===== src/rtl/iiitb_r2_4bit_div_if.sv =====
// Handshake/data bundle for the radix-2 4-bit divider.
//   load     : start request from the requester
//   N, D     : 8-bit dividend, 4-bit divisor (sampled on the accepting edge)
//   Qo, R    : registered quotient / remainder
//   busy     : divider is stepping
//   done     : one-cycle result-valid pulse
//   err      : divide-by-zero or quotient overflow on the last result
interface iiitb_r2_4bit_div_if;
  logic       load;
  logic [7:0] N;
  logic [3:0] D;
  logic [3:0] Qo;
  logic [3:0] R;
  logic       busy;
  logic       done;
  logic       err;

  modport master (
    output load, N, D,
    input  Qo, R, busy, done, err
  );

  modport slave (
    input  load, N, D,
    output Qo, R, busy, done, err
  );
endinterface


===== src/rtl/iiitb_r2_4bit_div.sv =====
// Sequential restoring divider: 8-bit unsigned dividend by 4-bit unsigned
// divisor, one quotient bit per clock, 4-bit quotient and remainder.
// Ports:
//   clk   : rising-edge clock
//   reset : synchronous active-high reset
//   bus   : slave side of iiitb_r2_4bit_div_if (load/N/D in, Qo/R/busy/done/err out)
// Operands whose quotient cannot fit in 4 bits (N[7:4] >= D, including D == 0)
// are rejected at accept time and complete immediately with err set.
module iiitb_r2_4bit_div (
  input  logic                      clk,
  input  logic                      reset,
  iiitb_r2_4bit_div_if.slave        bus
);

  localparam int unsigned NW = 8;
  localparam int unsigned DW = 4;
  localparam int unsigned AW = DW + 1;
  localparam int unsigned CW = 2;

  typedef enum logic [1:0] {
    S_IDLE = 2'd0,
    S_RUN  = 2'd1,
    S_DONE = 2'd2
  } state_e;

  state_e        state_q, state_d;
  // Partial remainder. Between steps it is always < D, so its fifth bit is
  // zero and only the low four bits are stored.
  logic [DW-1:0] a_q, a_d;
  logic [DW-1:0] qreg_q, qreg_d;
  logic [DW-1:0] dcap_q, dcap_d;
  logic [CW-1:0] cnt_q, cnt_d;
  logic [DW-1:0] qo_q, qo_d;
  logic [DW-1:0] r_q, r_d;
  logic          err_q, err_d;
  logic          busy_q, busy_d;
  logic          done_q, done_d;

  logic [AW-1:0] a_sh;
  logic          fits;
  logic          reject;

  // One restoring step: shift {A,Qreg} left and trial-subtract the divisor.
  always_comb begin
    a_sh   = {a_q, qreg_q[DW-1]};
    fits   = (a_sh >= AW'(dcap_q));
    reject = (bus.D == '0) || (bus.N[NW-1:DW] >= bus.D);
  end

  // Next-state and datapath update.
  always_comb begin
    state_d = state_q;
    a_d     = a_q;
    qreg_d  = qreg_q;
    dcap_d  = dcap_q;
    cnt_d   = cnt_q;
    qo_d    = qo_q;
    r_d     = r_q;
    err_d   = err_q;

    unique case (state_q)
      S_IDLE: begin
        if (bus.load) begin
          if (reject) begin
            state_d = S_DONE;
            qo_d    = '0;
            r_d     = '0;
            err_d   = 1'b1;
          end else begin
            state_d = S_RUN;
            a_d     = bus.N[NW-1:DW];
            qreg_d  = bus.N[DW-1:0];
            dcap_d  = bus.D;
            cnt_d   = '0;
          end
        end
      end

      S_RUN: begin
        a_d    = fits ? DW'(a_sh - AW'(dcap_q)) : a_sh[DW-1:0];
        qreg_d = {qreg_q[DW-2:0], fits};
        cnt_d  = cnt_q + CW'(1);
        // Fourth step: publish the result and leave RUN.
        if (cnt_q == CW'(DW - 1)) begin
          state_d = S_DONE;
          qo_d    = qreg_d;
          r_d     = a_d;
          err_d   = 1'b0;
        end
      end

      S_DONE: begin
        state_d = S_IDLE;
      end

      default: begin
        state_d = S_IDLE;
      end
    endcase

    // Status flags are registered copies of the upcoming state decode.
    busy_d = (state_d == S_RUN);
    done_d = (state_d == S_DONE);
  end

  // State and output registers.
  always_ff @(posedge clk) begin
    if (reset) begin
      state_q <= S_IDLE;
      a_q     <= '0;
      qreg_q  <= '0;
      dcap_q  <= '0;
      cnt_q   <= '0;
      qo_q    <= '0;
      r_q     <= '0;
      err_q   <= 1'b0;
      busy_q  <= 1'b0;
      done_q  <= 1'b0;
    end else begin
      state_q <= state_d;
      a_q     <= a_d;
      qreg_q  <= qreg_d;
      dcap_q  <= dcap_d;
      cnt_q   <= cnt_d;
      qo_q    <= qo_d;
      r_q     <= r_d;
      err_q   <= err_d;
      busy_q  <= busy_d;
      done_q  <= done_d;
    end
  end

  assign bus.Qo   = qo_q;
  assign bus.R    = r_q;
  assign bus.err  = err_q;
  assign bus.busy = busy_q;
  assign bus.done = done_q;

endmodule


===== src/flat_wrapper.sv =====
// flat-port wrapper written by rule: the top's interface ports become plain ports
module iiitb_r2_4bit_div_flat 
  (clk, reset, bus_load, bus_N, bus_D, bus_Qo, bus_R, bus_busy, bus_done, bus_err);
  iiitb_r2_4bit_div_if bus_i ();
  input  logic clk;
  input  logic reset;
  input wire logic [$bits(bus_i.load)-1:0] bus_load;
  input wire logic [$bits(bus_i.N)-1:0] bus_N;
  input wire logic [$bits(bus_i.D)-1:0] bus_D;
  output wire logic [$bits(bus_i.Qo)-1:0] bus_Qo;
  output wire logic [$bits(bus_i.R)-1:0] bus_R;
  output wire logic [$bits(bus_i.busy)-1:0] bus_busy;
  output wire logic [$bits(bus_i.done)-1:0] bus_done;
  output wire logic [$bits(bus_i.err)-1:0] bus_err;
  assign bus_i.load = bus_load;
  assign bus_i.N = bus_N;
  assign bus_i.D = bus_D;
  assign bus_Qo = bus_i.Qo;
  assign bus_R = bus_i.R;
  assign bus_busy = bus_i.busy;
  assign bus_done = bus_i.done;
  assign bus_err = bus_i.err;
  iiitb_r2_4bit_div u_core (.clk(clk), .reset(reset), .bus(bus_i));
endmodule

===== config.mk =====
export PLATFORM = sky130hd
export DESIGN_NAME = iiitb_r2_4bit_div_flat
export DESIGN_NICKNAME = d
export VERILOG_FILES = /design/src/rtl/iiitb_r2_4bit_div_if.sv /design/src/rtl/iiitb_r2_4bit_div.sv /design/src/flat_wrapper.sv
export SDC_FILE = /design/constraint.sdc
export NUM_CORES = 1
export LEC_CHECK = 0
export ABC_AREA = 1
export CAP_MARGIN = 40
export CORE_MARGIN = 4
export CORE_UTILIZATION = 24
export DETAILED_ROUTE_END_ITERATION = 16
export GPL_ROUTABILITY_DRIVEN = 0
export PLACE_DENSITY = 0.5
export SLEW_MARGIN = 5
export SYNTH_ARGS = -nofsm -noshare
export SYNTH_HDL_FRONTEND = slang
export SYNTH_SLANG_ARGS = --single-unit

===== constraint.sdc =====
create_clock -name clk -period 3.2 [get_ports clk]
set_input_delay 0.32 -clock clk [delete_from_list [all_inputs] [get_ports clk]]
set_output_delay 0.32 -clock clk [all_outputs]
set_load 0.01 [all_outputs]

==> results.py <==
metrics = {
    "min_path": {
        "min_delay_path_depth": 2,
        "hold_path.class": "flip-flop to flip-flop",
        "min_from": "u_core.cnt_q[1]$_SDFFE_PP0P_",
        "whs_endpoint": "u_core.cnt_q[1]$_SDFFE_PP0P_",
    },
    "placed_design": {
        "post-place-ws_ns": 0.872,
        "place_hpwl_mm": 2.73,
        "placed_area_um2": 1830,
        "portBuffers": 25,
    },
    "sta": {
        "fin_crit_ns": 2.02,
        "slew_headroom": 0.665,
        "finalCritPeriodShare": 0.632,
        "finalSetupViolCount": 0,
        "rsz0062_at_grt": "false",
        "worst_pin_slew_ns": 0.501,
        "hold_violations": 0,
        "fmax_mhz": 494,
        "skew_ns": 0.0139,
        "tns_ns": 0,
        "drv_slew": 0,
        "fin_ws_ns": 1.18,
    },
    "setup_path": {
        "cp.arrival_ns": 2.17,
        "startpoint_type": "input port",
        "critical_path.endpoint_type": "flip-flop",
        "path_cells": "clkdlybuf4s50_1 > inv_1 > ha_1 > nand2_1 > inv_1 > nand2_1 > nand4_2 > nor2_1 > nor2_2 > nand2_1 > nand2_1 > nor2_1",
        "required_ns": 3.35,
        "worst_path_most_repeated_cell": "nand2_1",
        "r2r_cells": 9,
        "r2r_end": "u_core.bus.Qo[1]$_SDFFE_PP0P_",
        "ff2ff_setup_slack_ns": 1.45,
        "path_class": "input port to flip-flop",
        "cp_slowest_cell": "clkdlybuf4s50_1",
        "r2r_start": "u_core.state_q[0]$_SDFF_PP0_",
        "cp_max_fo": 12,
        "cpPeakStageDelay_ns": 0.50,
    },
    "power": {
        "leakagePower_uw": 0.000901,
        "vdd_drop_max_mv": 0.262,
        "p_per_area_nw_per_um2": 511,
    },
    "floorplan": {
        "core_um2": 6030,
        "die_area_um2": 7670,
        "dieWidth_um": 87.6,
        "die_h_um": 87.6,
        "row_count": 28,
        "ios": 26,
        "start_util": 0.252,
    },
    "clocking": {
        "hold_buffers": 0,
        "cts_inserted_buffers": 3,
        "path_clk_slew_ns": 0.09,
        "cts_buffer_depth": 2,
        "root_buffer": "clkbuf_8",
        "cts-resized-gates": 0,
        "cts_tree": "built",
        "htreeDepth": 1,
        "postCtsSetupBuffers": 0,
        "clock_latency_ns": 0.28,
        "clock-sinks": 27,
    },
    "synthesis": {
        "synth_area_leader_cell": "dfxtp_1",
        "synth_top_area_share": 0.356,
        "ys_ff_latch": 27,
        "yosysWarnings": 0,
        "synth_nets": 255,
        "synth_cell_types": 24,
        "postSynthAreaPerCell_um2": 6.60,
        "netlist_instances": 230,
        "ys_seq_area_frac": 0.356,
        "syn_area_um2": 1520,
        "yosys-top-cells-area": "dfxtp_1 36%, nand2_1 17%, nor2_1 9.9%, inv_1 7.7%, ha_1 7.4%",
    },
    "drt": {
        "vias": 1376,
        "drtPass1Iterations": 6,
        "drt_iter0_drc": 47,
        "wl_per_cell_um": 10.9,
        "ant_nets": 0,
        "finalWirelength_mm": 3.59,
        "vias_per_cell": 4.18,
        "drc": 0,
    },
    "global_route": {
        "first_global_vias": 1453,
        "antenna_found_initial": 0,
        "track_usage": 0.103,
        "gr-total-overflow": 0,
        "use_met1": 0.129,
        "grt_max_degree": 16,
        "grt_pass1_wl_mm": 6.35,
        "grtUsageMet2": 0.179,
        "met3_usage": 0.0207,
        "top_usage_layer": "met2",
    },
    "run_status": {
        "status": "finished clean",
    },
    "layout": {
        "nets": 280,
        "syn2layout_area_growth_pct": 23.7,
        "postLayoutCellArea_um2": 1880,
        "antenna_cells": 0,
        "drive_gt1_frac": 0.0709,
    },
    "run": {
        "cap_violations": 0,
    },
}
layout by cell type (no fill, tap or decap), drive strengths merged:
cell type / instances
nand2: 73
clkdlybuf4s50: 25
nand4: 3
ha: 9
inv: 34
dfxtp: 27
clkinv: 1
o21ai: 6
nor2: 44
clkbuf: 3
xor2: 1
a21oi: 11
nand3: 12
o21a: 1
nand3b: 1
fa: 1
and2: 2
worst max path at each step:
stage / start / to / slack [ns]
after floorplan: bus_D[3] / u_core.dcap_q[0]$_SDFFE_PP0P_ / 1.65
after global placement: bus_D[3] / u_core.bus.Qo[1]$_SDFFE_PP0P_ / 0.89
after detailed placement: bus_D[3] / u_core.bus.Qo[1]$_SDFFE_PP0P_ / 0.87
after CTS: bus_D[3] / u_core.bus.Qo[1]$_SDFFE_PP0P_ / 1.14
after global routing: bus_D[3] / u_core.bus.Qo[1]$_SDFFE_PP0P_ / 0.91
final: bus_D[1] / u_core.bus.Qo[1]$_SDFFE_PP0P_ / 1.18
per-layer routing:
layer	wire length [um]	part of all wire
met5	0	0
met4	23	0.0064
met3	87	0.024
met2	1690	0.47
met1	1790	0.50
state kept, by name (all words and copies together) (netlist names):
signal and count:
u_core.dcap_q 4, u_core.bus.err 1, u_core.a_q 4, u_core.qreg_q 4, u_core.bus.done 1, u_core.bus.busy 1
u_core.bus.Qo 4, u_core.state_q 2, u_core.cnt_q 2, u_core.bus.R 4
Yosys cell counts (all sizes together):
master and count:
o21ai 6, nand2 73, clkbuf 1, xor2 1
dfxtp 27, and2 2, a21oi 11, nand4 3
nor2 44, nand3b 1, fa 1, o21a 1
nand3 12, ha 9, buf 4, inv 34
kinds of logic (layout without fill, tap and decap cells):
family | after synthesis | after routing | synth area share
buffers and inverters | 39 | 63 | 0.104
AOI/OAI and AO/OA | 18 | 18 | 0.0659
xor gates and xnor gates | 1 | 1 | 0.00577
adders and majority gates | 10 | 10 | 0.0873
and+or+nand+nor | 135 | 135 | 0.381
DFF | 27 | 27 | 0.356
metrics by stage:
step	total power, uW	std cells	util	hold slack [ns]
2_1_floorplan	663	230	-	0.389
3_3_place_gp	769	325	0.304	0.450
3_5_place_dp	770	325	0.304	0.453
4_1_cts	978	329	0.312	0.469
5_1_grt	1050	329	0.312	0.492
6_report	961	329	0.312	0.473
layout make-up:
type | count | area (um^2)
fill | 691 | 4150
multi-input combinational | 164 | 821
sequential | 27 | 541
timing repair buffer | 25 | 250
inverter | 34 | 128
tap | 75 | 93.8
clock buffer | 3 | 41.3
clock inverter | 1 | 5.00
where the power goes:
group / total, uW / internal, uW / switching (uW)
combinational: 361 / 147 / 214
clock: 203 / 87.5 / 115
sequential: 398 / 376 / 21.2
worst max-delay path, delay by kind of cell:
kind	cells	cell delay, ns
and+or+nand+nor	8	0.95
buffers and inverters	3	0.60
adders and majority gates	1	0.29
(Power assumes the default switching activity.)
